## config.mk

```make
export PLATFORM = sky130hd
export DESIGN_NAME = phase_cal_ctrl
export DESIGN_NICKNAME = d
export VERILOG_FILES = /design/src/rtl/mipi_cal_pkg.sv /design/src/rtl/phase_cal_ctrl_if.sv /design/src/rtl/pll_step_hs.sv /design/src/rtl/phase_cal_ctrl.sv
export SDC_FILE = /design/constraint.sdc
export NUM_CORES = 1
export LEC_CHECK = 0
export ABC_AREA = 1
export CAP_MARGIN = 40
export CORE_UTILIZATION = 39
export CTS_CLUSTER_DIAMETER = 100
export CTS_CLUSTER_SIZE = 24
export DETAILED_ROUTE_END_ITERATION = 6
export PLACE_DENSITY = 0.56
export SLEW_MARGIN = 20
export SYNTH_ARGS = -nofsm -noshare
export SYNTH_HDL_FRONTEND = slang
export SYNTH_SLANG_ARGS = --single-unit
export TNS_END_PERCENT = 1
```

## constraint.sdc

```tcl
create_clock -name clk -period 12.1 [get_ports clk]
set_clock_uncertainty 0.1 [all_clocks]
set_input_delay 2.42 -clock clk [delete_from_list [all_inputs] [get_ports clk]]
set_output_delay 2.42 -clock clk [all_outputs]
set_load 0.05 [all_outputs]
```

## src/rtl/mipi_cal_pkg.sv

```systemverilog
// Shared state encodings, counter widths and the pass-window search used by the phase calibrator.
// Pure definitions: no latency, no flow control.
package mipi_cal_pkg;

  localparam int POS_W   = 4;
  localparam int TO_W    = 16;
  localparam int DWELL_W = 20;
  localparam int MAP_W   = 16;

  typedef enum logic [2:0] {
    ST_IDLE,
    ST_DWELL,
    ST_STEP_REQ,
    ST_STEP_ACK,
    ST_EVAL,
    ST_MOVE,
    ST_DONE
  } cal_state_t;

  typedef enum logic [1:0] {
    HS_IDLE,
    HS_REQ,
    HS_ACK
  } hs_state_t;

  // Centre of the longest run of passing positions; a strict '>' keeps the lowest start on ties.
  function automatic logic [POS_W-1:0] best_target(input logic [MAP_W-1:0] map, input int n);
    int best_len;
    int best_st;
    int cur_len;
    int cur_st;
    best_len = 0;
    best_st  = 0;
    cur_len  = 0;
    cur_st   = 0;
    for (int i = 0; i < MAP_W; i++) begin
      if ((i < n) && map[i]) begin
        if (cur_len == 0) cur_st = i;
        cur_len = cur_len + 1;
        if (cur_len > best_len) begin
          best_len = cur_len;
          best_st  = cur_st;
        end
      end else begin
        cur_len = 0;
      end
    end
    if (best_len == 0) return '0;
    return POS_W'(best_st + (best_len - 1) / 2);
  endfunction

endpackage

```

## src/rtl/phase_cal_ctrl_if.sv

```systemverilog
// Step-request channel between the calibrator and its PLL handshake engine, plus the PLL pins.
// master issues go/dir, slave answers busy/ok/timeout and drives the PLL; pll is the PLL-side view.
interface phase_cal_ctrl_if;
  logic go;
  logic dir;
  logic busy;
  logic ok;
  logic timeout;
  logic phasestep;
  logic phaseupdown;
  logic phasedone;

  modport master (output go, dir, input busy, ok, timeout);
  modport slave  (input go, dir, phasedone, output busy, ok, timeout, phasestep, phaseupdown);
  modport pll    (input phasestep, phaseupdown, output phasedone);
endinterface

```

## src/rtl/pll_step_hs.sv

```systemverilog
// One PLL phase step: hold phasestep until phasedone drops, then wait for it to rise again.
// Each wait is bounded by STEP_TO+1 cycles; go is ignored while busy.
module pll_step_hs #(
  parameter int STEP_TO = 255
) (
  input  logic           clk,
  input  logic           rst_i,
  phase_cal_ctrl_if.slave hs
);
  import mipi_cal_pkg::*;

  hs_state_t       r_state;
  hs_state_t       w_state_nxt;
  logic [TO_W-1:0] r_wait_cnt;
  logic            r_step;
  logic            r_dir;
  logic            w_waiting;
  logic            w_expired;

  always_comb begin
    w_waiting   = ((r_state == HS_REQ) && hs.phasedone) || ((r_state == HS_ACK) && !hs.phasedone);
    w_expired   = w_waiting && (r_wait_cnt == TO_W'(STEP_TO));
    w_state_nxt = r_state;
    case (r_state)
      HS_IDLE: if (hs.go) w_state_nxt = HS_REQ;
      HS_REQ: begin
        if (!hs.phasedone)  w_state_nxt = HS_ACK;
        else if (w_expired) w_state_nxt = HS_IDLE;
      end
      HS_ACK: begin
        if (hs.phasedone)   w_state_nxt = HS_IDLE;
        else if (w_expired) w_state_nxt = HS_IDLE;
      end
      default: w_state_nxt = HS_IDLE;
    endcase
  end

  always_ff @(posedge clk) begin
    if (rst_i) r_state <= HS_IDLE;
    else       r_state <= w_state_nxt;
  end

  always_ff @(posedge clk) begin
    if (rst_i) begin
      r_wait_cnt <= '0;
      r_step     <= 1'b0;
      r_dir      <= 1'b0;
    end else begin
      if (r_state != w_state_nxt) r_wait_cnt <= '0;
      else if (w_waiting)         r_wait_cnt <= r_wait_cnt + TO_W'(1);
      r_step <= (w_state_nxt == HS_REQ);
      if ((r_state == HS_IDLE) && hs.go) r_dir <= hs.dir;
    end
  end

  assign hs.busy        = (r_state != HS_IDLE);
  assign hs.ok          = (r_state == HS_ACK) && hs.phasedone;
  assign hs.timeout     = w_expired;
  assign hs.phasestep   = r_step;
  assign hs.phaseupdown = r_dir;

endmodule

```

## src/rtl/phase_cal_ctrl.sv

```systemverilog
// Sweeps NUM_PH PLL phases, scores each over DWELL cycles of err_i, then steps back to the centre
// of the widest passing window; the PLL paces every step via phasedone, lock loss aborts to DONE.
module phase_cal_ctrl
  import mipi_cal_pkg::*;
#(
  parameter int         NUM_PH  = 8,
  parameter int         DWELL   = 1024,
  parameter int         STEP_TO = 255,
  parameter logic [2:0] CNT_SEL = 3'b000
) (
  input  logic       clk,
  input  logic       rst_i,
  input  logic       pll_lock,
  input  logic       cal_start,
  input  logic       err_i,
  input  logic       phasedone,
  output logic [2:0] phasecounterselect,
  output logic       phasestep,
  output logic       phaseupdown,
  output logic       cal_busy,
  output logic       cal_done,
  output logic       cal_fail,
  output logic [3:0] best_phase
);

  cal_state_t         r_state;
  cal_state_t         w_state_nxt;
  logic [POS_W-1:0]   r_pos;
  logic [POS_W-1:0]   r_target;
  logic [POS_W-1:0]   r_best;
  logic [NUM_PH-1:0]  r_map;
  logic [DWELL_W-1:0] r_dwell_cnt;
  logic               r_err_seen;
  logic               r_up;
  logic               r_fail;
  logic               w_start;
  logic               w_lock_lost;
  logic               w_dwell_last;
  logic               w_dwell_pass;
  logic               w_go;
  logic               w_hs_rst;
  logic [NUM_PH-1:0]  w_pos_bit;
  logic [POS_W-1:0]   w_eval_target;

  phase_cal_ctrl_if w_hs_if ();

  assign w_hs_rst          = rst_i | w_lock_lost;
  assign w_hs_if.go        = w_go;
  assign w_hs_if.dir       = r_up;
  assign w_hs_if.phasedone = phasedone;

  pll_step_hs #(.STEP_TO(STEP_TO)) u_step_hs (
    .clk   (clk),
    .rst_i (w_hs_rst),
    .hs    (w_hs_if.slave)
  );

  always_comb begin
    w_start       = cal_start && pll_lock;
    // DONE is excluded so a dropped lock cannot hold the block in DONE and repeat cal_done.
    w_lock_lost   = (r_state != ST_IDLE) && (r_state != ST_DONE) && !pll_lock;
    w_dwell_last  = (r_dwell_cnt == DWELL_W'(DWELL - 1));
    w_dwell_pass  = !(r_err_seen | err_i);
    w_pos_bit     = NUM_PH'(1) << r_pos;
    w_eval_target = best_target(MAP_W'(r_map), NUM_PH);
    w_go          = 1'b0;
    w_state_nxt   = r_state;
    if (w_lock_lost) begin
      w_state_nxt = ST_DONE;
    end else begin
      case (r_state)
        ST_IDLE:  if (w_start) w_state_nxt = ST_DWELL;
        ST_DWELL: begin
          if (w_dwell_last)
            w_state_nxt = (r_pos < POS_W'(NUM_PH - 1)) ? ST_STEP_REQ : ST_EVAL;
        end
        ST_STEP_REQ: begin
          w_go = 1'b1;
          if (w_hs_if.busy) w_state_nxt = ST_STEP_ACK;
        end
        ST_STEP_ACK: begin
          if (w_hs_if.timeout) w_state_nxt = ST_DONE;
          else if (w_hs_if.ok) w_state_nxt = r_up ? ST_DWELL : ST_MOVE;
        end
        ST_EVAL: w_state_nxt = ST_MOVE;
        ST_MOVE: w_state_nxt = (r_pos == r_target) ? ST_DONE : ST_STEP_REQ;
        ST_DONE: w_state_nxt = ST_IDLE;
        default: w_state_nxt = ST_IDLE;
      endcase
    end
  end

  always_ff @(posedge clk) begin
    if (rst_i) r_state <= ST_IDLE;
    else       r_state <= w_state_nxt;
  end

  always_ff @(posedge clk) begin
    if (rst_i) begin
      r_pos       <= '0;
      r_target    <= '0;
      r_best      <= '0;
      r_map       <= '0;
      r_dwell_cnt <= '0;
      r_err_seen  <= 1'b0;
      r_up        <= 1'b0;
      r_fail      <= 1'b0;
    end else if (w_lock_lost) begin
      r_fail <= 1'b1;
    end else begin
      case (r_state)
        ST_IDLE: begin
          if (w_start) begin
            r_fail      <= 1'b0;
            r_map       <= '0;
            r_pos       <= '0;
            r_up        <= 1'b1;
            r_dwell_cnt <= '0;
            r_err_seen  <= 1'b0;
          end
        end
        ST_DWELL: begin
          if (w_dwell_last) begin
            r_map       <= (r_map & ~w_pos_bit) | (w_dwell_pass ? w_pos_bit : '0);
            r_dwell_cnt <= '0;
            r_err_seen  <= 1'b0;
          end else begin
            r_dwell_cnt <= r_dwell_cnt + DWELL_W'(1);
            r_err_seen  <= r_err_seen | err_i;
          end
        end
        ST_STEP_ACK: begin
          if (w_hs_if.timeout)  r_fail <= 1'b1;
          else if (w_hs_if.ok)  r_pos  <= r_up ? (r_pos + POS_W'(1)) : (r_pos - POS_W'(1));
        end
        ST_EVAL: begin
          r_target <= w_eval_target;
          r_up     <= 1'b0;
          if (r_map == '0) r_fail <= 1'b1;
        end
        ST_DONE: r_best <= r_pos;
        default: ;
      endcase
    end
  end

  assign phasecounterselect = CNT_SEL;
  assign phasestep          = w_hs_if.phasestep;
  assign phaseupdown        = w_hs_if.phaseupdown;
  assign cal_busy           = (r_state != ST_IDLE);
  assign cal_done           = (r_state == ST_DONE);
  assign cal_fail           = r_fail;
  assign best_phase         = (r_state == ST_DONE) ? r_pos : r_best;

endmodule

```

; Word-level counts from Yosys, hierarchy flattened
; Index checks and enable logic that the tools add are counted.
; Widths: inputs -> output; s select.
[word_totals]
input_bits = 6
out_inout_bits = 12
register_bits = 66
wordCells = 202
[op_classes]
n_shift = 1
n_mux = 94
add_sub_neg = 14
reduce_logical = 38
n_bitwise = 7
n_lt_le_gt_ge = 8
eq_ne = 26
[op_table]
columns = op, count
row1 = $mux 32, 20
row2 = $logic_not 32->1, 8
row3 = $add 32x2->32 const B, 7
row4 = $gt 32x32->1, 7
row5 = $mux 4, 37
row6 = $mux 20, 2
row7 = $pmux 20 s2, 1
row8 = $sub 32x2->32 const B, 1
row9 = $mux 3, 9
row10 = $mux 8, 3
row11 = $add 20x1->20 const B, 1
row12 = $eq 20x10->1 const B, 1
row13 = $pmux 3 s6, 1
row14 = $add 16x1->16 const B, 1
row15 = $eq 16x8->1 const B, 1
row16 = $pmux 8 s2, 1
row17 = $reduce_and 4->1, 4
row18 = $ne 3x3->1 const B, 4
row19 = $mux 1, 11
row20 = $eq 3x3->1 const B, 3
row21 = $and 8x8->8, 1
row22 = $logic_and 1x1->1, 8
row23 = $logic_not 8->1, 1
row24 = $mux 2, 4
row25 = 37 further kinds, 51

; Depth between registers and ports, before layout
; Gate-level depths: netlist of the first run.
[depth]
depth_word = 28
depth_mapped = 76
ltp_nobuf = 74

; Cells and area by module
; From an unflattened synthesis of the first run, not the netlist that was laid out.
[hier_totals]
cells_unflattened = 924
hier_area_um2 = 5850.6
[by_module_without_submodules]
columns = mod, cells_per_inst, n_inst, area_each_um2, seq_area_each_um2
row1 = phase_cal_ctrl, 769, 1, 4747.1, 920.9
row2 = pll_step_hs, 155, 1, 1103.6, 400.4

; Least setup slack after synthesis of the first run
; No wires, ideal clock.
[synth_path]
path_type = register to register
start = register r_map[0]
end = register r_target[1]
setup_slack_ns = 4.170
stages_incl_launch_ff = 65
period_less_slack_ns = 7.930
path_buffers = 2
arrival_ns = 7.761
t_required_ns = 11.931
setup_ns = 0.069
cell_sequence = dfxtp_1 > inv_1 > ha_1 > inv_1 > nand2_1 > nand3_1 > inv_1 > ha_1 > ha_1 > inv_1 > ha_1 > inv_1 > nor2_1 > nand2_1 > nand2_2 > nand2_4 > nand2_2 > nand3_2 > [... 29 more ...] > nand2_1 > inv_1 > nand2_1 > nor2_1 > nand2_1 > nand2_1 > inv_4 > nand2_8 > inv_2 > nand2_1 > o21ai_2 > ha_1 > inv_1 > fa_1 > inv_1 > fa_1 > or2_2 > o21ai_1
[synth_between]
elab_chain_cells = 28
word_cells_on_any_way = 80
classes_between = add/sub: 10 / order compare: 7 / mux: 54 / bitwise: 1 / reduce/logical: 8
[synth_rtl]
columns = item, line_no
row1 = "start, declared", phase_cal_ctrl.sv:31  ; logic [NUM_PH-1:0] r_map;
row2 = "start signal, assigned", phase_cal_ctrl.sv:124  ; r_map <= (r_map & ~w_pos_bit) | (w_dwell_pass ? w_pos_bit : '0);
row3 = $mux 1 *, mipi_cal_pkg.sv:37  ; if ((i < n) && map[i]) begin
row4 = $add 32x2->32, mipi_cal_pkg.sv:39  ; cur_len = cur_len + 1;
row5 = $gt 32x32->1, mipi_cal_pkg.sv:40  ; if (cur_len > best_len) begin
row6 = $mux 32, mipi_cal_pkg.sv:40
row7 = $mux 32, mipi_cal_pkg.sv:37
row8 = $gt 32x32->1, mipi_cal_pkg.sv:40
row9 = $mux 32, mipi_cal_pkg.sv:40
row10 = $mux 32, mipi_cal_pkg.sv:37
row11 = [... 12 more ...], -
row12 = $gt 32x32->1, mipi_cal_pkg.sv:40
row13 = $mux 32, mipi_cal_pkg.sv:40
row14 = $mux 32, mipi_cal_pkg.sv:37
row15 = $sub 32x2->32, mipi_cal_pkg.sv:49  ; return POS_W'(best_st + (best_len - 1) / 2);
row16 = $and 1x1->1 (no source line), -
row17 = $add 4x1->4 (no source line), -
row18 = $add 4x4->4, mipi_cal_pkg.sv:49
row19 = $mux 4 *, mipi_cal_pkg.sv:49
row20 = "end signal, assigned", phase_cal_ctrl.sv:137  ; r_target <= w_eval_target;
row21 = "end, declared", phase_cal_ctrl.sv:29  ; logic [POS_W-1:0] r_target;
; Mark *: on every way between the ends. The rest lies on a longest branch, timed or not. The select of a mux whose other input is x is not followed.
; A chain may end at the register's enable or synchronous reset.

; Worst setup path in the final report of the first run
; Same ends and word-level chain as after synthesis.

==> results of run 1 <==
[registers in the layout, summed over array words and instances (netlist names)]
register                  count
cal_fail                      1
r_best                        4
r_dwell_cnt                  20
r_err_seen                    1
r_map                         8
r_pos                         4
r_state                       3
r_target                      4
r_up                          1
u_step_hs.hs.phasestep        1
u_step_hs.hs.phaseupdown      1
u_step_hs.r_state             2
u_step_hs.r_wait_cnt         16
[synth_stat cells, types with 2 or more instances]
| cell type | n | share of area, % |
|---|---|---|
| nor2_1 | 102 | 6.9 |
| o21a_1 | 3 | 0.40 |
| nand4_1 | 9 | 1.0 |
| or2_2 | 12 | 1.3 |
| dfxtp_1 | 66 | 24 |
| o31ai_1 | 2 | 0.27 |
| xor2_1 | 13 | 2.0 |
| fa_1 | 3 | 1.1 |
| xnor2_1 | 4 | 0.63 |
| inv_1 | 153 | 10 |
| nand2_1 | 192 | 13 |
| buf_6 | 3 | 0.60 |
| nand2_4 | 7 | 1.4 |
| o22ai_1 | 2 | 0.22 |
| nand2_2 | 19 | 2.1 |
| o21ai_0 | 41 | 3.7 |
| nand3_1 | 77 | 6.9 |
| nor3b_1 | 3 | 0.40 |
| nor4_1 | 12 | 1.3 |
| buf_4 | 3 | 0.40 |
| nand3_2 | 3 | 0.54 |
| ha_1 | 40 | 9.0 |
| conb_1 | 2 | 0.13 |
| a211oi_1 | 8 | 1.1 |
| clkbuf_1 | 6 | 0.40 |
| a21oi_1 | 47 | 4.2 |
| nor2_2 | 4 | 0.45 |
| inv_2 | 9 | 0.60 |
| o21ai_1 | 5 | 0.45 |
| a31oi_1 | 7 | 0.78 |
| nor3_1 | 23 | 2.1 |
[worst max-delay path by stage]
| stage | startpoint | end | slack (ns) | cells past startpoint |
|---|---|---|---|---|
| 2_1_floorplan | r_map[0] | r_target[1] | 4.17 | 64 |
| 3_3_place_gp | r_map[0] | r_target[1] | 3.48 | 58 |
| 3_5_place_dp | r_map[0] | r_target[1] | 3.41 | 62 |
| 4_1_cts | r_map[0] | r_target[1] | 3.35 | 62 |
| 5_1_grt | r_map[0] | r_target[3] | 2.42 | 63 |
| 6_report | r_map[0] | r_target[1] | 3.40 | 62 |
[layout make-up]
cell class | instances | area (µm²)
Multi-Input combinational cell | 659 | 3580
Tap cell | 180 | 225
Sequential cell | 66 | 1320
Fill cell | 1449 | 7720
Clock buffer | 13 | 270
Clock inverter | 3 | 46.3
Inverter | 164 | 618
Timing Repair Buffer | 15 | 148
[metrics by stage]
step / worst slack [ns] / util, % / cells / instance area (µm²)
6_report: 3.40 / 44.6 / 1100 / 6210
5_1_grt: 2.42 / 44.6 / 1100 / 6210
2_1_floorplan: 4.17 / - / 901 / 5600
3_5_place_dp: 3.41 / 42.3 / 1084 / 5900
4_1_cts: 3.35 / 44.6 / 1100 / 6210
3_3_place_gp: 3.48 / 42.3 / 1083 / 5890
[worst max-delay path: cells and delay by family (launching register included)]
family                   cells  cell delay, ns
AO/OA/AOI/OAI                5            0.97
adder cells (fa/ha/maj)     10            3.11
buffers and inverters       14            1.12
flip-flops                   1            0.35
AND/OR/NAND/NOR             33            3.00
[power groups by stage]
stage | registers, mW | logic (mW) | clock network, mW
CTS | 0.243 | 0.279 | 0.278
floorplan | 0.256 | 0.200 | 0
global route | 0.245 | 0.316 | 0.287
finish | 0.243 | 0.278 | 0.271
detailed placement | 0.248 | 0.278 | 0
global placement | 0.248 | 0.279 | 0
[routing by layer]
layer | global-route usage [%] | vias to the layer above
li1 | - | 2902
met1 | 24.5 | 2367
met2 | 29.8 | 70
met3 | 3.51 | 10
met4 | 4.17 | 0
met5 | 0 | -
[cell families (layout without fill, tap and decap cells)]
group | Yosys count | count (layout) | share of synthesized area (%)
xor+xnor | 17 | 17 | 2.67
flops | 66 | 66 | 23.7
other cells | 2 | 6 | 0.134
compound gates | 124 | 124 | 12.6
simple gates | 469 | 469 | 38.4
buf+inv | 176 | 195 | 12.5
fa+ha+maj | 43 | 43 | 10.0
==> results.yml, run 1 <==
clock_tree:
  clkLatencyLatePin_ns: 0.33
  clk_pin_slew_ns: 0.06
  post-cts-setup-buffers: 0
  cts.sinks: 66
  cts_buffer_depth: 2
  htreeDepth: 3
  cts_hold_buf: 0
  cts_resized: 0
  cts_inserted_buffers: 9
  root_buffer: "clkbuf_16"
  cts_tree: "done"
synth:
  synth.distinct_cells: 48
  syn_avg_cell_area_um2: 6.23
  ys_seq_area_share_pct: 23.7
  synth-edff-count: 0
  synth_seq_cells: 66
  synth_async_sr_flop_share_pct: 0
  yosysWarnings: 0
  synthCells: 897
  syn_area_um2: 5590
  dominantRegCellSynth: "dfxtp_1"
sta:
  setup_tns_ns: 0
  rsz0062_at_grt: "no"
  min_period_ns: 8.70
  slew_headroom_pct: 47.7
  finalSetupViolations: 0
  whs_ns: 0.367
  tightest_slew_ns: 0.783
  fmax_mhz: 115
  period_share_pct: 71.9
  hold_viol_final: 0
  drv_slew: 0
cells_and_area:
  antenna_cells: 0
  fin_nets: 964
  final_common_cell: "nand2_1"
  mostFrequentLayoutCells: "nand2_1, inv_1, nor2_1"
  drive_gt1_share_pct: 8.26
  area_growth_pct: 11.2
floorplan:
  core_area_um2: 13900
  io_pins: 18
  initial_core_util_pct: 40.1
  dieArea_um2: 14800
  fp.dieW_um: 122
  chipHeight_um: 122
  placementRows: 43
worst_setup_path:
  crit_required_ns: 12.26
  cpMostUsedCell: "nand2_1"
  start_kind: "flip-flop"
  r2r_slack_ns: 3.40
  crit_fanout: 14
  rr_endpoint: "r_target[1]"
  cpMaxStageDelayCell: "fa_1"
  reg2reg_depth: 62
  slowest_delay_ns: 0.41
  endpoint_kind: "flip-flop"
  cp.arrival_ns: 8.85
  crit_type: "flip-flop to flip-flop"
  r2r-start: "r_map[0]"
power_and_ir_drop:
  p_switching_mw: 0.294
  p_int_mw: 0.497
  power.total_mw: 0.791
  p_clk_share_pct: 34.2
  p_per_area_nw_per_um2: 127
  p_leak_nw: 2.95
  swShare_pct: 37.2
  p_seq_share_pct: 30.7
  peakVddDrop_mv: 0.0794
  combPwrFrac_pct: 35.1
min_path:
  hold_depth: 2
  hold_path.class: "flip-flop to flip-flop"
  hp-start: "r_dwell_cnt[19]"
  hold_end: "r_dwell_cnt[19]"
detailed_routing:
  dr_total_vias: 5349
  wl_met3_um: 349
  drc: 0
  drt-met1-wl_um: 6620
  drt_first_iter_violations: 282
  highest_layer: "met4"
  drt_first_pass_iters: 5
  ant_nets: 0
  routedWlPerCell_um: 11.6
  via_per_inst: 4.86
  wl_um: 12700
  route.met2.wl_um: 5680
global_route:
  grt_usage_pct: 18.2
  grt_pass1_vias: 4855
  grt_start_max_net_pins: 18
  grt_pass1_wl_um: 21800
  antenna_found_initial: 0
  grt_overflow: 0
flow_run:
  cap_viol_max_count: 0
run_status:
  status: "complete, no violations"
placed_design:
  gp_congestion: 0.857
  io_buffers: 14
  dp_hpwl_um: 10200
Note: power is estimated with default switching activity, not from simulation.
==> run 2, diff against run 1 <==
Settings changed: PLACE_DENSITY 0.56 to 0.58.
Clock period 12.1 ns to 7.4 ns, I/O delays scaled along.
==> results.yml, run 2 (synthesis gave the netlist of run 1 again) <==
cells_and_area:
  antenna_cells: 0
  largest_register: "r_dwell_cnt"
  mostFrequentLayoutCells: "nand2_1, inv_1, nor2_1"
  drive_gt1_share_pct: 22.2
  fin_nets: 1021
  reg_top3: "r_dwell_cnt x20, u_step_hs.r_wait_cnt x16, r_map x8"
  final_common_cell: "nand2_1"
  largest_register_ffs: 20
  area_growth_pct: 27.3
  fillers: 1410
run_status:
  status: "complete, no violations"
placed_design:
  dp_hpwl_um: 10400
  place_worst_setup_slack_ns: -0.0701
  io_buffers: 14
  gp_congestion: 0.838
worst_setup_path:
  reg2reg_depth: 54
  cpMostUsedCell: "ha_4"
  crit_end: "r_target[1]"
  crit_required_ns: 7.57
  rr_endpoint: "r_target[1]"
  slowest_delay_ns: 0.40
  path_delay_family: "simple AND/OR/NAND/NOR gates"
  cp-startpoint: "r_map[0]"
  cp.depth: 54
  cpMaxStageDelayCell: "fa_2"
  crit_type: "flip-flop to flip-flop"
  start_kind: "flip-flop"
  cp_num_buf_inv: 10
  r2r_slack_ns: 0.05
  r2r-start: "r_map[0]"
  crit_fanout: 8
  cp.arrival_ns: 7.52
  endpoint_kind: "flip-flop"
sta:
  whs_ns: 0.370
  fmax_mhz: 136
  rsz0062_at_grt: "yes"
  tightest_slew_ns: 0.766
  period_share_pct: 99.3
  min_period_ns: 7.35
  finalSetupViolations: 0
  drv_slew: 0
  slew_headroom_pct: 48.7
  hold_viol_final: 0
  finalWorstSetupSlack_ns: 0.0539
power_and_ir_drop:
  peakVddDrop_mv: 0.164
  power.total_mw: 1.36
  p_clk_share_pct: 31.4
  p_per_area_nw_per_um2: 191
  p_int_mw: 0.844
  swShare_pct: 38.0
  p_switching_mw: 0.517
  p_seq_share_pct: 29.4
  combPwrFrac_pct: 39.2
  p_leak_nw: 3.30
detailed_routing:
  drt_first_pass_iters: 5
  via_per_inst: 4.90
  drt_first_iter_violations: 406
  drc: 0
  wl_um: 13700
  dr_total_vias: 5671
  ant_nets: 0
  routedWlPerCell_um: 11.8
global_route:
  antenna_found_initial: 0
  grt_overflow: 0
  grt_pass1_wl_um: 22900
  grt_pass1_vias: 5043
  grt_usage_pct: 18.9
  grt_start_max_net_pins: 18
min_path:
  hold_depth: 2
  hp-start: "r_dwell_cnt[19]"
  hold_path.class: "flip-flop to flip-flop"
floorplan:
  fp.dieW_um: 122
  dieArea_um2: 14800
  core_area_um2: 13900
  initial_core_util_pct: 40.1
  placementRows: 43
  chipHeight_um: 122
  io_pins: 18
clock_tree:
  cts_tree: "done"
  cts_buffer_depth: 2
  clk_pin_slew_ns: 0.06
  root_buffer: "clkbuf_16"
  cts_inserted_buffers: 9
  htreeDepth: 3
  clkLatencyLatePin_ns: 0.33
  cts.sinks: 66
flow_run:
  cap_viol_max_count: 0
[run 2: worst reg2reg max path, delay by kind of cell, from the launching register on]
kind | cells | cell delay (ns)
compound gates | 8 | 1.36
simple gates | 27 | 2.60
fa+ha+maj | 9 | 2.25
buf+inv | 10 | 0.59
flops | 1 | 0.36
[run 2: layout make-up]
class	count	area (µm²)	area share [%]
clock inverter	6	66.3	0.933
multi-input combinational	659	4030	56.6
inverter	164	633	8.90
tap	180	225	3.17
sequential	66	1330	18.7
clock buffer	10	239	3.36
timing repair buffer	72	591	8.31
[run 2: per-stage QoR]
stage | setup TNS [ns] | util [%] | cells | area, µm²
after floorplan | -0.0564 | - | 901 | 5710
after global placement | -0.0513 | 45.7 | 1132 | 6360
after detailed placement | -0.0980 | 45.7 | 1132 | 6370
after CTS | 0 | 48.0 | 1148 | 6680
after global routing | -0.953 | 51.0 | 1157 | 7110
final | 0 | 51.0 | 1157 | 7110
[run 2: worst min path at each step]
stage / slack [ns] / end
6_report: 0.37 / r_dwell_cnt[19]
3_5_place_dp: 0.36 / r_dwell_cnt[19]
5_1_grt: 0.40 / cal_fail
4_1_cts: 0.37 / r_dwell_cnt[19]
2_1_floorplan: 0.34 / r_target[3]
3_3_place_gp: 0.36 / r_dwell_cnt[19]
[run 2: repair_timing]
item,in CTS,in global routing
buffers inserted,0,9
endpoints found under the hold margin,0,0
gates resized for setup,6,77
pin swaps,1,51
setup endpoints to repair,3,4
hold buffers,0,0
[run 2: power groups by stage]
stage                     combinational (mW)  clock, mW  sequential [mW]
after floorplan                        0.337          0            0.421
after global placement                 0.481          0            0.407
after detailed placement               0.478          0            0.407
after CTS                              0.482      0.438            0.399
after global routing                   0.599      0.457            0.403
final                                  0.533      0.428            0.400
[run 2: metal layers]
layer / track usage, % / vias up / part of all wire, % / wire length, µm
met5: 0 / - / 0 / 0
met4: 4.24 / 0 / 1.1 / 151
met3: 3.32 / 17 / 3.2 / 444
met2: 31.0 / 93 / 47 / 6440
met1: 25.8 / 2541 / 49 / 6650
li1: - / 3020 / - / -
